==> src/rtl/sindoku_pkg.sv <==
// Shared types and constants for the sindoku board: state encoding, board size,
// the fixed puzzle, its solution and the mask of given (clue) cells.
package sindoku_pkg;

    localparam int unsigned N     = 9;
    localparam int unsigned CELLS = N * N;

    // One-hot encoding so the q_* flags are plain register bits.
    typedef enum logic [4:0] {
        StIni       = 5'b00001,
        StSolve     = 5'b00010,
        StCheck     = 5'b00100,
        StCorrect   = 5'b01000,
        StIncorrect = 5'b10000
    } state_e;

    typedef logic [CELLS-1:0][3:0] board_t;

    // Rows are written one hex digit per cell, row 0 leftmost; cell 0 lands at index 0.
    function automatic board_t rows_to_board(input logic [CELLS*4-1:0] rows);
        board_t b;
        for (int unsigned i = 0; i < CELLS; i++) begin
            b[i] = rows[(CELLS-1-i)*4 +: 4];
        end
        return b;
    endfunction

    function automatic logic [CELLS-1:0] given_mask(input board_t b);
        logic [CELLS-1:0] m;
        for (int unsigned i = 0; i < CELLS; i++) begin
            m[i] = (b[i] != 4'd0);
        end
        return m;
    endfunction

    localparam board_t PUZZLE = rows_to_board({
        36'h530070000, 36'h600195000, 36'h098000060,
        36'h800060003, 36'h400803001, 36'h700020006,
        36'h060000280, 36'h000419005, 36'h000080079
    });

    localparam board_t SOLUTION = rows_to_board({
        36'h534678912, 36'h672195348, 36'h198342567,
        36'h859761423, 36'h426853791, 36'h713924856,
        36'h961537284, 36'h287419635, 36'h345286179
    });

    localparam logic [CELLS-1:0] GIVEN = given_mask(PUZZLE);

endpackage

==> src/rtl/sindoku_cursor.sv <==
// Cursor row/column wrap counters with U > D > L > R move priority,
// a move enable and a synchronous reload to (0,0).
module sindoku_cursor #(
    parameter int unsigned N = 9
) (
    input  logic       clk_i,
    input  logic       rst_ni,
    input  logic       en_i,
    input  logic       reload_i,
    input  logic       up_i,
    input  logic       down_i,
    input  logic       left_i,
    input  logic       right_i,
    output logic [3:0] row_o,
    output logic [3:0] col_o
);

    localparam logic [3:0] Last = 4'(N - 1);

    logic [3:0] row_d, row_q, col_d, col_q;

    always_comb begin
        row_d = row_q;
        col_d = col_q;
        if (reload_i) begin
            row_d = '0;
            col_d = '0;
        end else if (en_i) begin
            if (up_i) begin
                row_d = (row_q == 4'd0) ? Last : row_q - 4'd1;
            end else if (down_i) begin
                row_d = (row_q == Last) ? 4'd0 : row_q + 4'd1;
            end else if (left_i) begin
                col_d = (col_q == 4'd0) ? Last : col_q - 4'd1;
            end else if (right_i) begin
                col_d = (col_q == Last) ? 4'd0 : col_q + 4'd1;
            end
        end
    end

    always_ff @(posedge clk_i or negedge rst_ni) begin
        if (!rst_ni) begin
            row_q <= '0;
            col_q <= '0;
        end else begin
            row_q <= row_d;
            col_q <= col_d;
        end
    end

    assign row_o = row_q;
    assign col_o = col_q;

endmodule

==> src/rtl/sindoku_board.sv <==
// Sudoku game board: cursor-driven cell entry, a cell-per-cycle solution check
// and the INI/SOLVE/CHECK/CORRECT/INCORRECT game flow.
module sindoku_board #(
    parameter int unsigned N = sindoku_pkg::N
) (
    input  logic       Clk,
    input  logic       Reset,
    input  logic       R,
    input  logic       L,
    input  logic       U,
    input  logic       D,
    input  logic       C,
    input  logic       CheckSolu,
    input  logic [3:0] userIn,
    output logic       q_I,
    output logic       q_Solve,
    output logic       q_Check,
    output logic       q_Correct,
    output logic       q_Incorrect,
    output logic [3:0] cur_row,
    output logic [3:0] cur_col,
    output logic [3:0] cur_val,
    output logic       cur_given,
    output logic [6:0] err_idx
);

    import sindoku_pkg::*;

    state_e     state_q, state_d;
    board_t     board_q, board_d;
    logic [6:0] idx_q, idx_d;
    logic [6:0] err_q, err_d;
    logic [6:0] cur_idx;
    logic       cur_en, cur_reload;

    sindoku_cursor #(
        .N(N)
    ) u_cursor (
        .clk_i   (Clk),
        .rst_ni  (Reset),
        .en_i    (cur_en),
        .reload_i(cur_reload),
        .up_i    (U),
        .down_i  (D),
        .left_i  (L),
        .right_i (R),
        .row_o   (cur_row),
        .col_o   (cur_col)
    );

    assign cur_idx   = 7'(cur_row * N + cur_col);
    assign cur_val   = board_q[cur_idx];
    assign cur_given = GIVEN[cur_idx];

    always_comb begin
        state_d    = state_q;
        board_d    = board_q;
        idx_d      = idx_q;
        err_d      = err_q;
        cur_en     = 1'b0;
        cur_reload = 1'b0;
        unique case (state_q)
            StIni: begin
                if (C) state_d = StSolve;
            end
            StSolve: begin
                if (CheckSolu) begin
                    state_d = StCheck;
                    idx_d   = '0;
                end else begin
                    // Write uses the pre-move cursor; the move lands in the same update.
                    cur_en = 1'b1;
                    if (C && !GIVEN[cur_idx] && (userIn <= 4'(N))) begin
                        board_d[cur_idx] = userIn;
                    end
                end
            end
            StCheck: begin
                if (board_q[idx_q] != SOLUTION[idx_q]) begin
                    state_d = StIncorrect;
                    err_d   = idx_q;
                end else if (idx_q == 7'(CELLS - 1)) begin
                    state_d = StCorrect;
                end else begin
                    idx_d = idx_q + 7'd1;
                end
            end
            StIncorrect: begin
                if (!CheckSolu) state_d = StSolve;
            end
            StCorrect: begin
                if (C) begin
                    state_d    = StIni;
                    board_d    = PUZZLE;
                    err_d      = '0;
                    cur_reload = 1'b1;
                end
            end
            default: state_d = StIni;
        endcase
    end

    always_ff @(posedge Clk or negedge Reset) begin
        if (!Reset) begin
            state_q <= StIni;
            board_q <= PUZZLE;
            idx_q   <= '0;
            err_q   <= '0;
        end else begin
            state_q <= state_d;
            board_q <= board_d;
            idx_q   <= idx_d;
            err_q   <= err_d;
        end
    end

    assign q_I         = state_q[0];
    assign q_Solve     = state_q[1];
    assign q_Check     = state_q[2];
    assign q_Correct   = state_q[3];
    assign q_Incorrect = state_q[4];
    assign err_idx     = err_q;

endmodule

==> config.mk <==
export PLATFORM = sky130hd
export DESIGN_NAME = sindoku_board
export DESIGN_NICKNAME = d
export VERILOG_FILES = /design/src/rtl/sindoku_pkg.sv /design/src/rtl/sindoku_cursor.sv /design/src/rtl/sindoku_board.sv
export SDC_FILE = /design/constraint.sdc
export NUM_CORES = 1
export LEC_CHECK = 0
export CAP_MARGIN = 20
export CORE_MARGIN = 2
export CORE_UTILIZATION = 45
export DETAILED_ROUTE_END_ITERATION = 10
export PLACE_DENSITY = 0.65
export SLEW_MARGIN = 10
export SYNTH_ARGS = -nofsm -noshare
export SYNTH_HDL_FRONTEND = slang
export SYNTH_HIERARCHICAL = 1
export SYNTH_SLANG_ARGS = --single-unit
==> constraint.sdc <==
create_clock -name Clk -period 11.6 [get_ports Clk]
set_clock_uncertainty 0.1 [all_clocks]
set_input_delay 3.48 -clock Clk [delete_from_list [all_inputs] [get_ports Clk]]
set_output_delay 3.48 -clock Clk [all_outputs]
set_load 0.02 [all_outputs]
==> reports/metrics.yaml <==
slew_violations: 0
endpoints_failing_hold: 0
design.final.nets: 1938
timing.max_cap.violations: 0
dominantRegCellSynth: "dfrtp_1"
detail_route.wl_per_cell_um: 30.8
syn_to_final_growth_pct: 10.8
reg2reg_setup_slack_ps: 5940
grt_pass1_wl_um: 117000
power.ir.vdd_worst_v: 0.000269
slew_headroom_pct: 10.7
mostFrequentLayoutCell: "dfrtp_1"
total_power_density_per_cell_area_nw_per_um2: 280
synth_warnings: 6
synth_fp_nets: 1964
arrival_ps: 5630
unrepaired_setup_endpoints_after_global_routing: "false"
drt_iter0_drc: 2827
worst_setup_end_kind: "output port"
globalplace.congestion: 1.04
cts_setup_buffers: 0
worstPathCellList: "ha_1 -> ha_4 -> fa_2 -> nor2b_1 -> buf_4 -> and2_1 -> buf_4 -> a22oi_1 -> nand3_1 -> nor2_1 -> a311oi_1 -> a311oi_1 -> o31ai_1 -> clkdlybuf4s50_1"
core_area_um2: 45100
setup.worst_path.start: "u_cursor/row_o[1]"
clock_insertion_delay_at_the_later_pin_of_the_skew_report_ps: 580
fmax_ghz: 0.109
timing.hold.worst.start: "err_idx[2]"
cts-buffers-inserted: 40
dr.pass1.iters: 7
placed_cell_area_um2: 21300
critical-path-max-stage-delay_ps: 740
placement_rows: 78
fillCellCount: 4072
endpoint: "cur_val[1]"
min-delay-path-class: "reg2reg"
async_reset_ff_share_pct: 100
route.vias.total: 18000
clock_tree.htree_level_count: 2
place_hpwl_um: 52300
synth-seq-cells: 351
path_class: "reg2out"
antenna_violations_before_repair: 1
synth_edf_count: 0
drc: 0
multi_input_area_um2: 10900
critPathRequiredTime_ps: 8020
die-area_um2: 47100
reg2reg_depth: 14
synthesis.area_per_instance_um2: 10.6
port_buffers: 36
crit_path_start_kind: "register"
postSynthCellCount: 1924
timing.rr.start: "u_cursor/row_o[3]"
worst_r2r_endpoint: "board_q[68]"
drt_wl_total_um: 78000
viasPerCell: 7.12
start_util_pct: 45.2
number_of_sinks_on_the_clock_net: 351
cp_num_buf_inv: 3
die_span_y_um: 217
ioPinCount: 37
drive_above_1_share_pct: 16.1
post_cts.resized_instances: 0
tightest_slew_ps: 1340
cts_tree: "yes"
finalCriticalPeriod_ps: 9210
synth_area_um2: 20400
synth_cell_type_count: 74
dieWidth_um: 217
drt.antenna.violating_nets: 0
cts-root-buf: "clkbuf_16"
clockBufferDepth: 3
status: "complete, no violations"
finalSetupViolations: 0
antenna-diode-count: 0
cpMaxStageDelayCell: "clkdlybuf4s50_1"
register_area_um2: 8860
final_min_period_over_clock_period_pct: 79.4
via_count_of_the_first_global_routing_pass: 17300
crit_family: "buffers and inverters"
highest_fanout_seen_on_the_critical_path: 14
power.static_leakage_nw: 9.34
gr-usage-all-layers_pct: 33.3
commonest_cells_after_routing_fill_and_taps_aside: "dfrtp_1, a22o_1, nand2_1"
clk_pin_slew_worst_paths_ps: 60
globalRoute.totalOverflow: 0
fin_area_um2: 22600
synth_sequential_area_ratio_pct: 43.4
ctsHoldBuffers: 0
grt_start_max_net_pins: 105
fin_setup_tns_ps: 0
critical_path_cell_count: 14
[worst register-to-register path: cells and delay by family, from the launching register on]
kind | cells | cell delay, ps
simple gates | 3 | 1300
compound gates | 5 | 1810
buf+inv | 2 | 650
flops | 1 | 610
fa+ha+maj | 3 | 970
xor+xnor | 1 | 90
[state kept, by name (all words and copies together), names as in the netlist]
name            cells
idx_q               7
u_cursor/row_o      4
board_q           324
state_q             5
u_cursor/col_o      4
err_idx             7
[synthesized netlist by cell type (all sizes together), types with 7 or more instances]
| cell type | count | area [um^2] |
|---|---|---|
| dfrtp | 299 | 7480 |
| a22o | 185 | 1620 |
| nand2 | 164 | 616 |
| nor2 | 138 | 526 |
| o21ai | 135 | 676 |
| mux4 | 105 | 2360 |
| clkbuf | 103 | 388 |
| a21oi | 78 | 390 |
| mux2i | 74 | 741 |
| nand2b | 66 | 413 |
| and2 | 56 | 350 |
| a22oi | 53 | 398 |
| dfstp | 52 | 1370 |
| buf | 45 | 259 |
| nand3 | 38 | 190 |
| inv | 30 | 113 |
| ha | 27 | 338 |
| nor3 | 22 | 115 |
| o22ai | 20 | 125 |
| mux2 | 19 | 214 |
| o31ai | 18 | 140 |
| o2bb2ai | 16 | 140 |
| nand4 | 15 | 93.8 |
| a31oi | 13 | 81.3 |
| nor2b | 13 | 81.3 |
| a211oi | 11 | 82.6 |
| xnor2 | 9 | 78.8 |
| o221ai | 8 | 70.1 |
| xor2 | 8 | 70.1 |
| a211o | 7 | 61.3 |
| o211ai | 7 | 52.6 |
| or3 | 7 | 43.8 |
[logic make-up (layout without fill, tap and decap cells)]
logic type               after synthesis  after routing  synth area share (%)
XOR/XNOR                              17             17                 0.730
flip-flops                           351            351                  43.4
multiplexers                         198            198                  16.3
adder cells (fa/ha/maj)               28             28                  1.75
AND/OR/NAND/NOR                      541            541                  12.7
AO/OA/AOI/OAI                        610            610                  21.5
buffers and inverters                179            182                  3.74
[metrics by stage]
stage               util [%]  std cells  worst slack, ps  hold slack, ps  total power, mW
floorplan                  -       1924             4100             365             3.59
global placement        47.2       2450             3120             381             4.81
detailed placement      47.2       2450             2960             391             4.86
CTS                     50.0       2521             2350             404             6.14
global route            50.1       2527             2410             412             6.49
finish                  50.1       2527             2390             396             6.33
[power breakdown]
group	switching, mW	internal, mW
registers	0.189	1.36
logic	2.40	1.10
clock network	0.540	0.744
total	3.12	3.21
[worst min-delay path by stage]
stage	cells after the start	endpoint	slack (ps)
2_1_floorplan	1	board_q[264]	370
3_3_place_gp	2	err_idx[3]	380
3_5_place_dp	2	board_q[307]	390
4_1_cts	1	board_q[38]	400
5_1_grt	1	board_q[111]	410
6_report	2	err_idx[2]	400
[area by class of cell]
type / instances / share of cell area, %
multi-input cells: 1394 / 48.1
clock buffers: 60 / 5.21
inverters: 31 / 0.515
flip-flops and latches: 351 / 39.2
repair buffers: 80 / 3.18
clock inverters: 11 / 0.476
well taps: 600 / 3.32
[metal layers]
layer	wire, um	track usage [%]
met1	28800	44.0
met2	33100	48.3
met5	13	0
met3	11100	11.9
met4	4890	17.2
No activity file was read; power rests on OpenSTA's default activity.
